<file path="src/rtl/mips_pkg.sv">
// rtl/mips_pkg.sv - shared widths and immediate-format modes for the MIPS datapath
package mips_pkg;

    localparam int IMM_W  = 16;
    localparam int DATA_W = 32;

    typedef enum logic [1:0] {
        EXT_SEXT = 2'b00,
        EXT_ZEXT = 2'b01,
        EXT_LUI  = 2'b10,
        EXT_BOFS = 2'b11
    } ext_mode_e;

endpackage

</file>
<file path="src/rtl/mips_sign_extension.sv">
// rtl/mips_sign_extension.sv - immediate extension: combinational sign extend plus registered formatter
module mips_sign_extension
    import mips_pkg::*;
#(
    parameter int IN_W  = IMM_W,
    parameter int OUT_W = DATA_W
) (
    input  logic             clk,
    input  logic             rst,
    input  logic [IN_W-1:0]  i,
    output logic [OUT_W-1:0] o,
    input  logic [1:0]       mode,
    input  logic             in_valid,
    output logic [OUT_W-1:0] o_q,
    output logic             out_valid
);

    function automatic logic [OUT_W-1:0] format_imm(input logic [1:0] m, input logic [IN_W-1:0] imm);
        logic [OUT_W-1:0] sext;
        logic [OUT_W-1:0] res;
        sext = {{(OUT_W-IN_W){imm[IN_W-1]}}, imm};
        case (m)
            EXT_SEXT: res = sext;
            EXT_ZEXT: res = {{(OUT_W-IN_W){1'b0}}, imm};
            EXT_LUI:  res = {imm, {(OUT_W-IN_W){1'b0}}};
            // Branch offset: word-aligned, sign bits already fill the top.
            EXT_BOFS: res = {sext[OUT_W-3:0], 2'b00};
            default:  res = sext;
        endcase
        return res;
    endfunction

    assign o = {{(OUT_W-IN_W){i[IN_W-1]}}, i};

    always_ff @(posedge clk or posedge rst) begin
        if (rst) begin
            o_q       <= '0;
            out_valid <= 1'b0;
        end else begin
            out_valid <= in_valid;
            if (in_valid) begin
                o_q <= format_imm(mode, i);
            end
        end
    end

endmodule

</file>
<file path="config.mk">
export PLATFORM = sky130hd
export DESIGN_NAME = mips_sign_extension
export DESIGN_NICKNAME = d
export VERILOG_FILES = /design/src/rtl/mips_pkg.sv /design/src/rtl/mips_sign_extension.sv
export SDC_FILE = /design/constraint.sdc
export NUM_CORES = 1
export LEC_CHECK = 0
export BUFFER_PORTS_ARGS = -buffer_cell sky130_fd_sc_hd__buf_2
export CELL_PAD_IN_SITES_DETAIL_PLACEMENT = 1
export CELL_PAD_IN_SITES_GLOBAL_PLACEMENT = 2
export CORE_AREA = 2 2 64 111
export DETAILED_ROUTE_END_ITERATION = 7
export DIE_AREA = 0 0 66 113
export PLACE_DENSITY_LB_ADDON = 0.25
export SLEW_MARGIN = 10
export SYNTH_ARGS = -nofsm -noshare
export SYNTH_HDL_FRONTEND = slang
export SYNTH_SLANG_ARGS = --single-unit
</file>
<file path="constraint.sdc">
create_clock -name clk -period 1.5 [get_ports clk]
set_input_delay 0.15 -clock clk [delete_from_list [all_inputs] [get_ports clk]]
set_output_delay 0.15 -clock clk [all_outputs]
set_load 0.05 [all_outputs]
</file>
# Word-level counts from Yosys, hierarchy flattened
# Cells that the tools add are included.
totals:
  reg_bits: 33
  latchBits: 0
  ramBits: 0
  rom_bits: 0
  memories: 0
op_classes:
  n_addsub: 0
  multipliers: 0
  n_div: 0
  order_cmp: 0
  n_eq_ne: 3
  shift: 0
  mux: 1
  bitwise: 0
  n_reduce_logical: 1
ops:
  columns: ["operator", "count"]
  rows:
  - ["$pmux 32 s4", 1]
  - ["$eq 2x2->1 const B", 2]
  - ["$eq 2x1->1 const B", 1]
  - ["$logic_not 2->1", 1]

# Longest topological paths before layout
# Gate-level depths: netlist of the first run.
logic_depth:
  word_depth: 2
  mapped_depth: 5

# Worst setup path after synthesis of the first run
# Ideal clock, no wire load.
synth_path:
  path_type: "register -> register"
  from: "register, netlist name o_q[17]"
  to: "register o_q[17]"
  setup_time_ns: 0.126
  arrival_ns: 0.995
  t_required_ns: 1.374
  setup_slack_ns: 0.379
  stages_incl_launch_ff: 3
  n_path_buf: 0
  cell_sequence: "dfrtp_1 nor2b_1 a311o_1"
synth_lines:
  columns: ["item", "line", "source"]
  rows:
  - ["end signal, assigned", "mips_sign_extension.sv:42", "o_q <= format_imm(mode, i);"]
  - ["end, declared", "mips_sign_extension.sv:14", "output logic [OUT_W-1:0] o_q,"]

# Final worst setup path of the first run
layout_path:
  from: "input mode[1]"
  to: "register o_q[24]"
layout_between:
  elab_chain_len: 2
  elab_cells_between_ends: 5
  classes_between: "eq/ne: 3; mux: 1; reduce/logical: 1"
layout_rtl:
  columns: ["item", "line", "source"]
  rows:
  - ["start, declared", "mips_sign_extension.sv:12", "input logic [1:0] mode,"]
  - ["$eq 2x2->1 (tied with other cells)", "mips_sign_extension.sv:22", "case (m)"]
  - ["$pmux 32 s4 *", "mips_sign_extension.sv:22", null]
# Every way passes the cells marked *; elsewhere a longest branch is shown, timed or not.
# A chain may end at the register's enable or synchronous reset.

==> results.txt, run 1 <==
via-per-instance ratio: 4.50
CP Class: input pin to flip-flop
CTS buffer count: 5
top cell type by total area after synthesis: dfrtp_1
pre-CTS setup slack: 0.141 ns
worst setup path startpoint: mode[1]
CTS tree: done
vias in the first global route: 1488
CP endpoint kind: flip-flop
Synth Net Count: 207
slew margin rel.: 70.4%
post-CTS setup buffer count: 0
All-Layer GR Usage: 14.0%
share of cells above drive strength 1: 40.7%
run status: completed
Net Sw Frac: 37.9%
RR Startpoint: o_q[21]$_DFFE_PP0P_
Port Buffer Count: 85
Final Util: 33.5%
Seq pwr share: 35.3%
Leakage: 0.00107 uW
Setup TNS: 0 ns
Min-Delay Path Class: input pin to flip-flop
Achievable Freq: 943 MHz
Clock Latency Late Sink: 0.27 ns
count of cell types in the netlist: 19
number of routed nets with antenna violations: 0
Max Clock Skew: 0 ns
Switch Pwr: 1110 uW
Worst Setup EP: o_q[24]$_DFFE_PP0P_
worst slew pin tran: 0.442 ns
die width: 66 microns
DRC Markers: 0
crit path DAT: 1.21 ns
Die H: 113 microns
Initial Util: 27.1%
Syn Area/Cell: 9.53 sq um
H-Tree Depth: 2
Synth Warn #: 0
die area: 7460 sq um
Final HPWL DP: 3640 microns
Layout area overhead: 23.6%
Gate power share: 31.9%
WP data required: 1.65 ns
Final period util: 70.7%
Antenna Cells: 0
final RePlAce weighted congestion: 0.684
Final WS setup: 0.440 ns
total wire length: 4920 microns
RR Endpoint: o_q[21]$_DFFE_PP0P_
largest net degree at the start of global routing: 34
drt pass-1 iters: 4
Iteration-0 DRC Markers: 26
number of fill cells: 816
max-cap violation count: 0
Synth Register Bits: 33
remaining global-route overflow: 0
placement row count: 39
sequential area share after synthesis: 46.6%
Int Pwr: 1820 uW
Gate Count Post-Synth: 186
post-synth top area share: 46.6%
largest cells by area after synthesis: dfrtp_1 (47%), buf_4 (14%), a21oi_1 (8.8%)
final setup fails: 0
hold path start: i[0]
Worst setup SP type: input pin
crit path max fanout: 12
initial antenna violation count: 0
Nets: 261
minimum clock period: 1.06 ns
max-slew violation count: 0
via count: 1454
clk sink count: 33
CTS root buffer: clkbuf_16
Max Buffers Root-to-Sink: 2
Clk pwr share: 32.8%
wire per inst: 15.2 microns
Post-Synthesis Cell Area: 1770 sq um
Clock transition at path regs: 0.05 ns
global-route wire length before repair: 7910 microns
maximum VDD drop: 0.400 mV
I/O pin count: 86
core area: 6540 sq um
RSZ-0062 raised after global routing: false
P per Cell Area: 1340 nW/um^2
R2R cell count: 2
reg2reg setup slack: 0.59 ns
Fin. Hold Viols: 0
## critical path: stages
cell and delay [ns]:
buf_2 0.22, nor2b_4 0.37, nor3_4 0.13, a311o_1 0.34
## power groups by stage
stage	sequential [uW]	combinational (uW)	clock [uW]
6_report	1040	936	960
5_1_grt	1050	991	1030
4_1_cts	1040	948	996
3_5_place_dp	1050	944	0
3_3_place_gp	1050	938	0
2_1_floorplan	1380	427	0
## synthesized netlist by cell type (all sizes together)
master	instances
inv	4
buf	42
o22ai	1
nor2b	26
o21ai	2
dfrtp	33
a21oi	31
and2	1
nor2	14
o22a	5
a31oi	1
clkbuf	1
nand2	11
nand3	2
nor3	1
nand2b	1
a311o	10
## layer usage
metal	vias up	part of all wire [%]	GRT usage, %
met5	-	0	0
met2	48	53	23.8
li1	706	-	-
met3	5	4.8	2.88
met4	0	1.3	5.71
met1	695	41	16.9
## what timing repair did
item | in CTS | in global routing
hold buffers | 1 | 0
gates resized for setup | 0 | 0
endpoints found under the hold margin | 33 | 0
## per-stage QoR
stage | instance area, sq um | power (uW) | std cells | hold slack (ns)
CTS | 2190 | 2980 | 323 | 0.143
finish | 2190 | 2930 | 323 | 0.147
global placement | 2040 | 1990 | 314 | 0.275
floorplan | 1770 | 1800 | 186 | 0.181
detailed placement | 2040 | 2000 | 314 | 0.281
global route | 2190 | 3080 | 323 | 0.160
## state kept, by name (all words and copies together) (netlist names)
signal	flops
o_q	32
out_valid	1
## cell families after synthesis
kind of cell	synth area share [%]
buf+inv	17.7
compound gates	18.1
simple gates	17.6
flops	46.6
## cell usage in the layout (no fill, tap or decap), types with 2 or more instances in the layout
cell / Yosys / routed
a21oi_1: 31 / 31
nor2_1: 14 / 14
clkbuf_16: 0 / 5
o22a_1: 5 / 5
clkbuf_1: 1 / 3
nand3_1: 2 / 2
nand2_1: 11 / 11
a311o_1: 10 / 10
nor2b_4: 2 / 2
dfrtp_1: 33 / 33
inv_1: 4 / 4
o21ai_0: 2 / 2
buf_2: 8 / 85
nor2b_1: 24 / 24
buf_4: 34 / 3
## cell type report
cell class | count | area (sq um) | area share [%]
Clock buffer | 8 | 136 | 6.23
Multi-Input combinational cell | 106 | 633 | 28.9
Sequential cell | 33 | 826 | 37.7
Tap cell | 82 | 103 | 4.68
Timing Repair Buffer | 90 | 478 | 21.8
Inverter | 4 | 15.0 | 0.685
## worst min path at each step
stage	depth (start not counted)	slack, ns	to
2_1_floorplan	0	0.18	out_valid$_DFF_PP0_
3_3_place_gp	3	0.28	o_q[4]$_DFFE_PP0P_
3_5_place_dp	3	0.28	o_q[10]$_DFFE_PP0P_
4_1_cts	3	0.14	o_q[0]$_DFFE_PP0P_
5_1_grt	3	0.16	o_q[0]$_DFFE_PP0P_
6_report	3	0.15	o_q[0]$_DFFE_PP0P_
Power figures use the tool's default switching activity.
==> run 2: changes to the inputs <==
- CORE_AREA: 2 2 64 111 -> 2 2 66 115
- DIE_AREA: 0 0 66 113 -> 0 0 68 117
- clock period: 1.5 -> 1 ns (I/O delays scaled with it)
==> results.txt, run 2 (synthesis results as in run 1) <==
Achievable Freq: 1020 MHz
P per Cell Area: 1950 nW/um^2
worst path bufs/invs: 1
CTS root buffer: clkbuf_16
Layout area overhead: 33.4%
die area: 7960 sq um
share of cells above drive strength 1: 46.6%
Leakage: 0.00112 uW
Max Clock Skew: 0 ns
Final period util: 98.5%
worst path cell trace: clkbuf_4
Setup TNS: 0 ns
Final HPWL DP: 3770 microns
crit path DAT: 0.88 ns
via count: 1474
commonest non-fill, non-tap cell in the layout: buf_2
Die H: 117 microns
Top delay family on crit path: flip-flops
most used cells in the layout excluding fill and tap cells: buf_2 (56), a21oi_1 (31), nor2b_1 (24), buf_4 (24), dfrtp_1 (23)
Fin. Hold Viols: 0
drt pass-1 iters: 4
worst stage delay on the critical path: 0.39 ns
die width: 68 microns
minimum clock period: 0.985 ns
global-route wire length before repair: 7800 microns
CP Class: flip-flop to primary output
H-Tree Depth: 2
remaining global-route overflow: 0
Nets: 267
placement row count: 41
total wire length: 4900 microns
number of routed nets with antenna violations: 0
final RePlAce weighted congestion: 0.735
via-per-instance ratio: 4.43
largest net degree at the start of global routing: 34
DRC Markers: 0
vias in the first global route: 1451
Clock transition at path regs: 0.05 ns
top flop regs: o_q (32), out_valid (1)
WP data required: 0.90 ns
CP endpoint kind: primary output
max-cap violation count: 0
register name with the most flops: o_q
run status: completed
worst hold margin: 0.100 ns
final setup fails: 0
Clock Latency Late Sink: 0.28 ns
Port Buffer Count: 85
CTS tree: done
worst slew pin tran: 0.445 ns
max reg flops: 32
Min-Delay Path Class: input pin to flip-flop
slew margin rel.: 70.3%
Initial Util: 25.0%
CP max-delay cell: dfrtp_2
RSZ-0062 raised after global routing: false
crit path max fanout: 2
initial antenna violation count: 0
wire per inst: 14.7 microns
Iteration-0 DRC Markers: 15
Worst setup SP type: flip-flop
maximum VDD drop: 0.824 mV
CTS buffer count: 5
Max Buffers Root-to-Sink: 2
max-slew violation count: 0
core area: 7080 sq um
clk sink count: 33
All-Layer GR Usage: 13.4%
Antenna Cells: 0
I/O pin count: 86
run 2: cell count changes in the layout (fill, tap and decap cells not counted):
| cell | before | now |
|---|---|---|
| clkbuf_4 | 0 | 11 |
| dfrtp_2 | 0 | 10 |
| buf_6 | 0 | 1 |
| buf_4 | 3 | 24 |
| buf_2 | 85 | 56 |
| clkbuf_1 | 3 | 2 |
| dfrtp_1 | 33 | 23 |
| buf_12 | 1 | 3 |
| clkbuf_8 | 0 | 1 |
run 2: cell type report:
cell class | count | area, sq um
Clock buffer | 8 | 146
Inverter | 4 | 15.0
Fill cell | 861 | 4710
Multi-Input combinational cell | 106 | 633
Sequential cell | 33 | 838
Timing Repair Buffer | 96 | 624
Tap cell | 86 | 108
run 2: worst paths after layout:
| path | from | endpoint | slack, ns | depth (start not counted) |
|---|---|---|---|---|
| worst max-delay path | o_q[25]$_DFFE_PP0P_ | o_q[25] | 0.02 | 1 |
| worst min register to register | o_q[16]$_DFFE_PP0P_ | o_q[16]$_DFFE_PP0P_ | 0.49 | 1 |
| worst min-delay path | i[0] | o_q[0]$_DFFE_PP0P_ | 0.10 | 3 |
| worst max register to register | o_q[19]$_DFFE_PP0P_ | o_q[19]$_DFFE_PP0P_ | 0.08 | 2 |
| min in group asynchronous | rst | o_q[11]$_DFFE_PP0P_ | 0.41 | 4 |
| max in group asynchronous | rst | o_q[23]$_DFFE_PP0P_ | 0.39 | 4 |
run 2: layer usage:
layer  global-route usage (%)  wire length, microns  vias to the layer above
met4                     6.00                    88                        0
met5                        0                     0                        -
met2                     24.0                  2700                       49
met3                     2.68                   245                        6
met1                     14.9                  1870                      705
li1                         -                     -                      714
run 2: what timing repair did:
action                                  CTS  global route
resized for setup                        11            26
hold buffers                              1             0
setup buffers                             0             0
endpoints found under the setup margin   11            19
cloned                                    0             0
pin swaps                                 0             0
hold endpoints to repair                 33             0
run 2: metrics by stage:
stage          cell area, sq um  std cells  util [%]  setup slack (ns)  total power [uW]
4_1_cts                    2320        333      32.7           0.00119              4650
6_report                   2360        333      33.4            0.0151              4620
3_5_place_dp               2130        324      30.1            -0.114              3030
2_1_floorplan              1790        186         -           -0.0344              2710
5_1_grt                    2360        333      33.4           0.00211              4850
3_3_place_gp               2130        324      30.1           -0.0625              3020
run 2: report_power, final:
part / leakage, uW / switching [uW] / internal (uW) / total (uW)
Sequential: 0.000385 / 76.2 / 1480 / 1560
Combinational: 0.000661 / 1080 / 427 / 1510
Clock: 0.0000712 / 557 / 993 / 1550
Total: 0.00112 / 1710 / 2900 / 4620
run 2: tightest hold or removal path, stage by stage:
cell and delay [ns]:
buf_2 0.13, nand2_1 0.05, o21ai_0 0.06
